`src/rtl/skid_pkg.sv`:
```
// Shared constants for the two-entry skid output stage.
// State encoding and stall counter width.
package skid_pkg;

  localparam logic [1:0] ST_EMPTY = 2'd0;
  localparam logic [1:0] ST_ONE   = 2'd1;
  localparam logic [1:0] ST_FULL  = 2'd2;

  localparam int STALL_W = 16;

endpackage

```
`src/rtl/sat_counter.sv`:
```
// Saturating up-counter with synchronous clear and enable.
// Holds at all-ones once reached.
module sat_counter #(
  parameter int W = 16
) (
  input  logic         clk,
  input  logic         i_clr,
  input  logic         i_en,
  output logic [W-1:0] o_cnt
);

  logic [W-1:0] r_cnt;

  always_ff @(posedge clk) begin
    if (i_clr) begin
      r_cnt <= '0;
    end else if (i_en && (r_cnt != '1)) begin
      r_cnt <= r_cnt + 1'b1;
    end
  end

  assign o_cnt = r_cnt;

endmodule

```
`src/rtl/reg_skid_buffer.sv`:
```
// Two-entry valid/ready output stage with state-decoded handshakes.
// Optional stall counter port under SKID_STALL_CNT_EN.
module reg_skid_buffer
  import skid_pkg::*;
#(
  parameter int          N = 8,
  parameter logic [N-1:0] V = '0
) (
  input  logic               clk,
  input  logic               clr,
  input  logic               in_valid,
  input  logic [N-1:0]       in_data,
  output logic               in_ready,
  output logic               out_valid,
  output logic [N-1:0]       out_data,
`ifdef SKID_STALL_CNT_EN
  output logic [STALL_W-1:0] stall_cnt,
`endif
  input  logic               out_ready
);

  logic [1:0]   r_st;
  logic [N-1:0] r_m;
  logic [N-1:0] r_s;

  logic w_in_xfer;
  logic w_out_xfer;

  assign in_ready  = (r_st == ST_EMPTY) || (r_st == ST_ONE);
  assign out_valid = (r_st == ST_ONE) || (r_st == ST_FULL);
  assign out_data  = r_m;

  assign w_in_xfer  = in_valid && in_ready;
  assign w_out_xfer = out_valid && out_ready;

  always_ff @(posedge clk) begin
    if (clr) begin
      r_st <= ST_EMPTY;
      r_m  <= V;
      r_s  <= V;
    end else begin
      case (r_st)
        ST_EMPTY: begin
          if (in_valid) begin
            r_m  <= in_data;
            r_st <= ST_ONE;
          end
        end
        ST_ONE: begin
          if (w_in_xfer && w_out_xfer) begin
            r_m <= in_data;
          end else if (w_in_xfer) begin
            r_s  <= in_data;
            r_st <= ST_FULL;
          end else if (w_out_xfer) begin
            r_st <= ST_EMPTY;
          end
        end
        ST_FULL: begin
          if (out_ready) begin
            r_m  <= r_s;
            r_st <= ST_ONE;
          end
        end
        // encoding 3 is unreachable; fall back to empty
        default: r_st <= ST_EMPTY;
      endcase
    end
  end

`ifdef SKID_STALL_CNT_EN
  logic w_stall;

  assign w_stall = out_valid && !out_ready;

  sat_counter #(
    .W(STALL_W)
  ) u_stall_cnt (
    .clk   (clk),
    .i_clr (clr),
    .i_en  (w_stall),
    .o_cnt (stall_cnt)
  );
`endif

endmodule

```
`config.mk`:
```
export PLATFORM = sky130hd
export DESIGN_NAME = reg_skid_buffer
export DESIGN_NICKNAME = d
export VERILOG_FILES = /design/src/rtl/skid_pkg.sv /design/src/rtl/sat_counter.sv /design/src/rtl/reg_skid_buffer.sv
export SDC_FILE = /design/constraint.sdc
export NUM_CORES = 1
export LEC_CHECK = 0
export CAP_MARGIN = 20
export CORE_MARGIN = 3
export CORE_UTILIZATION = 47
export CTS_CLUSTER_SIZE = 40
export DETAILED_ROUTE_END_ITERATION = 6
export GPL_TIMING_DRIVEN = 0
export PLACE_DENSITY = 0.81
export SETUP_SLACK_MARGIN = 0.15
export SYNTH_ARGS = -nofsm -noshare
export SYNTH_HDL_FRONTEND = slang
export SYNTH_SLANG_ARGS = --single-unit
```
`constraint.sdc`:
```
create_clock -name clk -period 2.6 [get_ports clk]
set_input_delay 0.52 -clock clk [delete_from_list [all_inputs] [get_ports clk]]
set_output_delay 0.52 -clock clk [all_outputs]
set_load 0.01 [all_outputs]
```
==> run summary, run 1 <==
• global route total overflow: 0
• vias per cell: 5.241
• Synth-to-Final Area Change: 29.93%
• Die H: 49.63 um
• GRT Overall Usage: 0.1500
• first-pass iteration count of the detailed router: 4
• Peak supply drop: 472.2 uV
• Pwr per Cell Area: 832.3 nW/um^2
• cell taking the most area after synthesis: sky130_fd_sc_hd__dfxtp_1
• area share of the largest cell type after synthesis: 0.4028
• CP startpoint kind: flip-flop
• classification of the worst-slack hold path: reg -> reg
• total cell area at the placement stage: 1126 um^2
• Slew @ Worst Pin: 0.5612 ns
• time the final worst path needs with I/O delays and setup: 2.316 ns
• CTS root buf: sky130_fd_sc_hd__clkbuf_4
• Placement Setup Slack: 0.2333 ns
• syn_area_per_cell: 10.17 um^2
• maximum number of pins on one net before global-route repair: 11
• yosys warns: 0
• CTS Sinks: 18
• Inserted Diodes: 0
• share of the clock period used by the worst path: 0.8909
• CP peak stage delay: 0.48 ns
• Setup crit end kind: primary output
• clock tree from TritonCTS: done
• clock-pin slew on the worst setup and hold paths: 0.10 ns
• cell types with the largest area share after synthesis: sky130_fd_sc_hd__dfxtp_1 40%, sky130_fd_sc_hd__mux2i_1 18%, sky130_fd_sc_hd__nor2_1 7.6%, sky130_fd_sc_hd__ha_1 7.0%, sky130_fd_sc_hd__a211oi_1 5.0%
• count of distinct cell types in the synthesized netlist: 26
• area of the placeable core: 1764 um^2
• depth of the CTS H-tree: 1
• vias after detailed routing: 718
• cts repair resizes: 0
• number of buffers inserted during clock tree synthesis: 3
• number of hold violations in the final report: 0
• remaining antenna violation count after routing: 0
• Initial Utilization: 0.5071
• number of maximum-capacitance constraint violations: 0
• area of the mapped netlist: 894.6 um^2
• Die X: 49.63 um
• highest-delay cell along the critical path: sky130_fd_sc_hd__clkdlybuf4s50_1
• initial antenna violation count: 0
• Layout Skew: 0.003148 ns
• final cell count without fillers: 137
• post-cts hold buffer count: 0
• outcome: finished, final reports clean
• count of unresolved DRC violations after routing: 0
• WHS: 0.5028 ns
• number of max-slew violations in the final report: 0
• Die Area: 2463 um^2
• share of the core filled with cells in the final layout: 0.6589
• global-route wire length before repair: 2794 um
• Final Routed Wirelength: 1637 um
• Buffers on Ports: 20
• Pleak: 0.4812 nW
• GP Congestion: 0.8746
• crit-path cells: inv_1 -> ha_1 -> or2_2 -> clkdlybuf4s50_1
• total non-filler cell area in the finished layout: 1162 um^2
• DP HPWL: 1219 um
• worst endpoint required time: 2.08 ns
• Placed Instances: 133
• post-detailed-route wirelength per cell: 11.95 um
• maximum count of clock buffers along a single path: 2
• clk_lat worst skew: 0.29 ns
• number of buffers and inverters on the critical path: 2
• number of instances in the synthesized netlist: 88
• unrepaired setup endpoints after global routing: false
• largest fanout on the critical path: 5
• final setup violation count: 0
• count of state elements after synthesis: 18
• dominant delay contributor by cell family on the critical path: buffers and inverters
• data arrival at the endpoint of the critical path: 1.80 ns
• ratio of cells with drive above 1 in the final layout: 0.1250
• maximum achievable frequency: 431.7 MHz
• I/O pins: 22
• crit path setup slack, layout: 0.2838 ns
• power consumption: 0.9675 mW
• Setup Total Neg Slack: 0 ns
• buffer count from post-CTS setup fixing: 0
• register area share after synthesis: 0.4028
• number of DRC violations after detailed-routing iteration 0: 4
• number of core rows: 15
• Post-Synthesis Net Count: 105
• total number of nets in the final design: 130
• Worst Path Class, Setup: reg -> out
• vias in the first global route: 673
• Max-Slew Margin vs Limit: 0.6259
## routing by layer
layer / wire length [um] / vias to the layer above / GRT usage / part of all wire
li1: - / 358 / - / -
met1: 688 / 332 / 0.1549 / 0.42
met2: 801 / 22 / 0.2577 / 0.49
met3: 120 / 6 / 0.06949 / 0.073
met4: 28 / 0 / 0.06452 / 0.017
met5: 0 / - / 0 / 0
## sequential cells by signal, indices dropped and copies added (netlist names)
name	flops
out_data	8
r_s	8
r_st	2
## synthesized netlist by cell type
library cell / count
sky130_fd_sc_hd__nand3_2: 1
sky130_fd_sc_hd__a21o_1: 1
sky130_fd_sc_hd__nor3_1: 1
sky130_fd_sc_hd__nor3b_1: 1
sky130_fd_sc_hd__inv_1: 2
sky130_fd_sc_hd__nor2b_1: 1
sky130_fd_sc_hd__buf_2: 1
sky130_fd_sc_hd__ha_1: 5
sky130_fd_sc_hd__clkbuf_1: 1
sky130_fd_sc_hd__and3_2: 1
sky130_fd_sc_hd__nand2_1: 2
sky130_fd_sc_hd__mux2i_1: 16
sky130_fd_sc_hd__a211oi_2: 2
sky130_fd_sc_hd__or2_2: 1
sky130_fd_sc_hd__a211o_1: 1
sky130_fd_sc_hd__dfxtp_1: 18
sky130_fd_sc_hd__a311oi_1: 1
sky130_fd_sc_hd__and2b_4: 1
sky130_fd_sc_hd__o41ai_1: 1
sky130_fd_sc_hd__buf_6: 2
sky130_fd_sc_hd__a2111oi_4: 1
sky130_fd_sc_hd__buf_1: 1
sky130_fd_sc_hd__nor2_1: 18
sky130_fd_sc_hd__a211oi_1: 6
sky130_fd_sc_hd__a21oi_1: 1
sky130_fd_sc_hd__o21ai_0: 1
## cells by family after synthesis
family                   after synthesis  share of synthesized area
multiplexers                          16                     0.1790
adder cells (fa/ha/maj)                5                    0.06993
AND/OR/NAND/NOR                       27                     0.1427
AO/OA/AOI/OAI                         15                     0.1580
flip-flops                            18                     0.4028
buffers and inverters                  7                    0.04754
## cells in the final DEF, fill, tap and decap left out, types with 2 or more instances in the layout
| cell | synthesis | routed |
|---|---|---|
| sky130_fd_sc_hd__dfxtp_1 | 18 | 18 |
| sky130_fd_sc_hd__inv_1 | 2 | 2 |
| sky130_fd_sc_hd__nor2_1 | 18 | 18 |
| sky130_fd_sc_hd__mux2i_1 | 16 | 16 |
| sky130_fd_sc_hd__ha_1 | 5 | 5 |
| sky130_fd_sc_hd__a211oi_2 | 2 | 2 |
| sky130_fd_sc_hd__nand2_1 | 2 | 2 |
| sky130_fd_sc_hd__a211oi_1 | 6 | 6 |
| sky130_fd_sc_hd__clkbuf_4 | 0 | 3 |
| sky130_fd_sc_hd__clkdlybuf4s50_1 | 0 | 20 |
| sky130_fd_sc_hd__buf_6 | 2 | 2 |
## where the power goes
part           internal (mW)  switching [mW]
clock                 0.0853          0.0845
combinational          0.226           0.204
sequential             0.334          0.0331
## area by class of cell
cell class                 instances  area (um^2)
inverter                           2        7.507
multi-input combinational         63        491.7
fill                             152        601.8
timing repair buffer              20        200.2
buffer                             5        35.03
sequential                        18        360.3
tap                               25        31.28
clock buffer                       4        36.28
## tightest hold or removal path, cell delays in order, from the launching register on
cell and delay (ns):
sky130_fd_sc_hd__dfxtp_1 0.32, sky130_fd_sc_hd__nor2_1 0.09, sky130_fd_sc_hd__a211oi_1 0.05
## path summary, 6_finish.rpt
check,slack [ns],cells past startpoint,start,endpoint
max,0.28,4,r_st[1]$_SDFFE_PP0P_,in_ready
min,0.50,2,out_data[0]$_SDFFE_PP0P_,out_data[0]$_SDFFE_PP0P_
max reg2reg,0.47,7,r_st[0]$_SDFFE_PP0P_,out_data[2]$_SDFFE_PP0P_
min reg2reg,0.50,2,out_data[0]$_SDFFE_PP0P_,out_data[0]$_SDFFE_PP0P_
Note: power is estimated with default switching activity, not from simulation.
==> run 2, diff against run 1 <==
ABC_AREA = 1   (was not set)
CORE_UTILIZATION = 48   (was 47)
RECOVER_POWER = 100   (was not set)
SETUP_SLACK_MARGIN = not set   (was 0.15)
==> run 2 against run 1 <==
- synthesized cell count is 42% higher
- critical path type unchanged
- count of clock-buffer cells in the layout unchanged
- sequential cell count stayed put
- sequential power is 14% higher
- fmax down 1.3%
- combinational power up 78%
- cell area rose by 3.4%
- critical endpoint unchanged
==> run summary, run 2 <==
• Fillers: 155, +2.0%
• syn_area_per_cell: 7.527 um^2, -26%
• CTS Sinks: 18, unchanged
• post-detailed-route wirelength per cell: 11.15 um, -6.7%
• Final Routed Wirelength: 1951 um, +19%
• post-cts hold buffer count: 0, unchanged
• Max-Slew Margin vs Limit: 0.7242, +0.09837
• number of DRC violations after detailed-routing iteration 0: 5, +1
• number of cells on the worst hold path: 2, unchanged
• I/O pins: 22, unchanged
• initial antenna violation count: 0, unchanged
• DP HPWL: 1503 um, +23%
• ratio of cells with drive above 1 in the final layout: 0.07333, -0.05167
• global-route wire length before repair: 3360 um, +20%
• number of core rows: 15, unchanged
• Post-Synthesis Net Count: 142, +35%
• yosys warns: 0, unchanged
• Layout Skew: 0.002933 ns, -0.0002159 ns
• clock-pin slew on the worst setup and hold paths: 0.10 ns, about the same
• data arrival at the endpoint of the critical path: 1.83 ns, +0.03 ns
• Die X: 50.28 um, +1.3%
• largest fanout on the critical path: 6, +1
• GRT Overall Usage: 0.1724, +0.02241
• number of buffers inserted during clock tree synthesis: 3, unchanged
• number of maximum-capacitance constraint violations: 0, unchanged
• Peak supply drop: 617.4 uV, +31%
• top cells by count, synth: 28 x sky130_fd_sc_hd__nor2_1, 18 x sky130_fd_sc_hd__dfxtp_1, 15 x sky130_fd_sc_hd__nand2_1, 12 x sky130_fd_sc_hd__inv_1, 10 x sky130_fd_sc_hd__nand3_1
• Setup crit end kind: primary output
• number of flops mapped to enable cells by yosys: 0, unchanged
• number of max-slew violations in the final report: 0, unchanged
• commonest non-fill, non-tap cell in the layout: sky130_fd_sc_hd__nor2_1
• cell-internal power: 0.7886 mW, +22%
• Inserted Diodes: 0, unchanged
• area of the mapped netlist: 940.9 um^2, +5.2%
• cts repair resizes: 0, unchanged
• vias in the first global route: 816, +21%
• count of unresolved DRC violations after routing: 0, unchanged
• fraction of power consumed by sequential logic: 0.310, -0.070
• crit-path cells: inv_1 -> ha_1 -> nor2_1 -> inv_1 -> dlygate4sd3_1
• unrepaired setup endpoints after global routing: false
• vias per cell: 5.023, -4.2%
• CP peak stage delay: 0.60 ns, +0.12 ns
• logic gate share of total power: 0.565, +0.120
• worst endpoint required time: 2.08 ns, about the same
• Synth-to-Final Area Change: 27.79%
• count of distinct cell types in the synthesized netlist: 16, -38%
• share of the core filled with cells in the final layout: 0.6744, +0.01552
• classification of the worst-slack hold path: reg -> reg
• buffer count from post-CTS setup fixing: 0, unchanged
• most frequent cell after synthesis: sky130_fd_sc_hd__nor2_1
• maximum number of pins on one net before global-route repair: 11, unchanged
• Net Sw Frac: 0.4184, +0.08635
• cell taking the most area after synthesis: sky130_fd_sc_hd__dfxtp_1
• Worst path most repeated cell: sky130_fd_sc_hd__inv_1
• Worst Path Class, Setup: reg -> out
• worst reg-to-reg path cell count: 10, +3
• highest-delay cell along the critical path: sky130_fd_sc_hd__dlygate4sd3_1
• first-pass iteration count of the detailed router: 4, unchanged
• minimum setup slack among reg-to-reg paths: 0.40 ns, -0.07 ns
• Pleak: 0.5601 nW, +16%
• power consumption: 1.356 mW, +40%
• remaining antenna violation count after routing: 0, unchanged
• Buffers on Ports: 21, +5.0%
• area share of the largest cell type after synthesis: 0.3830, -0.01982
• maximum count of clock buffers along a single path: 2, unchanged
• maximum achievable frequency: 426.1 MHz, -1.3%
• net switching power figure: 0.5674 mW, +77%
• FFs w/ async S/R, synth: 0, unchanged
• GP Congestion: 0.7679, -12%
• global route total overflow: 0, unchanged
• clock tree from TritonCTS: done
• cell types with the largest area share after synthesis: sky130_fd_sc_hd__dfxtp_1 38%, sky130_fd_sc_hd__nor2_1 11%, sky130_fd_sc_hd__mux2i_1 8.5%, sky130_fd_sc_hd__ha_1 6.6%, sky130_fd_sc_hd__nand2_1 6.0%
• dominant delay contributor by cell family on the critical path: buffers and inverters
• Slew @ Worst Pin: 0.4121 ns, -0.1491 ns
• Initial Utilization: 0.5277, +0.02063
• number of buffers and inverters on the critical path: 3, +1
• share of the clock period used by the worst path: 0.9027, +0.01184
• total number of nets in the final design: 168, +29%
• clk_lat worst skew: 0.29 ns, about the same
• CTS root buf: sky130_fd_sc_hd__clkbuf_4
• count of state elements after synthesis: 18, unchanged
• final setup violation count: 0, unchanged
• area of the placeable core: 1783 um^2, +1.1%
• logic depth of the worst setup path including buffers: 5, +1
• clock power share: 0.125, -0.051
• Die H: 50.28 um, +1.3%
• vias after detailed routing: 879, +22%
• Setup Total Neg Slack: 0 ns, unchanged
• Die Area: 2528 um^2, +2.6%
• predominant post-synthesis flop cell: sky130_fd_sc_hd__dfxtp_1
• number of hold violations in the final report: 0, unchanged
• Pwr per Cell Area: 1128 nW/um^2, +35%
• depth of the CTS H-tree: 1, unchanged
• commonest cells after routing, fill and taps aside: 29 x sky130_fd_sc_hd__nor2_1, 18 x sky130_fd_sc_hd__dfxtp_1, 15 x sky130_fd_sc_hd__nand2_1, 12 x sky130_fd_sc_hd__inv_1, 11 x sky130_fd_sc_hd__clkdlybuf4s50_1
• time the final worst path needs with I/O delays and setup: 2.347 ns, +0.03078 ns
• number of instances in the synthesized netlist: 125, +42%
• register area share after synthesis: 0.3830, -0.01982
• CP startpoint kind: flip-flop
• outcome: finished, final reports clean
## run 2: changes by cell type after synthesis, sizes merged, moves of 7 or more
cell    change
a21oi       +7
nand3       +9
nor2       +11
a211oi      -8
nand2      +14
o21ai      +10
inv        +10
mux2i       -8
## run 2: final timing paths
kind | from | end
setup reg to reg | r_st[0]$_SDFFE_PP0P_ | out_data[2]$_SDFFE_PP0P_
setup / recovery | r_st[1]$_SDFFE_PP0P_ | in_ready
hold reg to reg | out_data[1]$_SDFFE_PP0P_ | out_data[1]$_SDFFE_PP0P_
hold / removal | out_data[1]$_SDFFE_PP0P_ | out_data[1]$_SDFFE_PP0P_
## run 2: metrics by stage
stage                     instance area, um^2  std cells  hold slack [ns]  worst slack [ns]
after floorplan                         940.9        125           0.4548             1.040
after global placement                   1182        171           0.4601            0.6938
after detailed placement                 1182        171           0.4672            0.6863
after CTS                                1219        175           0.4910            0.3443
after global routing                     1202        175           0.5066            0.1235
final                                    1202        175           0.4802            0.2530
## run 2: logic make-up after synthesis
| family | Yosys count | synth area share |
|---|---|---|
| adders and majority gates | 5 | 0.06649 |
| DFF | 18 | 0.3830 |
| AOI/OAI and AO/OA | 19 | 0.1130 |
| and+or+nand+nor | 59 | 0.2646 |
| muxes | 8 | 0.08511 |
| buffers and inverters | 16 | 0.08776 |
## run 2: area by class of cell
| cell class | instances | area (um^2) | share of cell area |
|---|---|---|---|
| Buffer | 4 | 23.77 | 0.01977 |
| Clock buffer | 4 | 36.28 | 0.03018 |
| Inverter | 12 | 45.04 | 0.03746 |
| Multi-Input combinational cell | 91 | 495.5 | 0.4121 |
| Sequential cell | 18 | 360.3 | 0.2997 |
| Tap cell | 25 | 31.28 | 0.02601 |
| Timing Repair Buffer | 21 | 210.2 | 0.1748 |
## run 2: routing by layer
metal  track usage  wire length [um]
met1        0.2022               866
met4       0.05991                16
met5             0                 0
met2        0.2935               973
met3       0.05341                94
## run 2: tightest hold or removal path: cells and delay by family (launching register included)
family	cells	cell delay, ns
flip-flops	1	0.33
AND/OR/NAND/NOR	1	0.08
AO/OA/AOI/OAI	1	0.04
## run 2: power by group through the flow
stage	registers (mW)	logic [mW]	clock network (mW)
global route	0.432	0.863	0.191
detailed placement	0.429	0.819	0
finish	0.420	0.767	0.170
global placement	0.422	0.800	0
floorplan	0.442	0.545	0
CTS	0.423	0.825	0.174
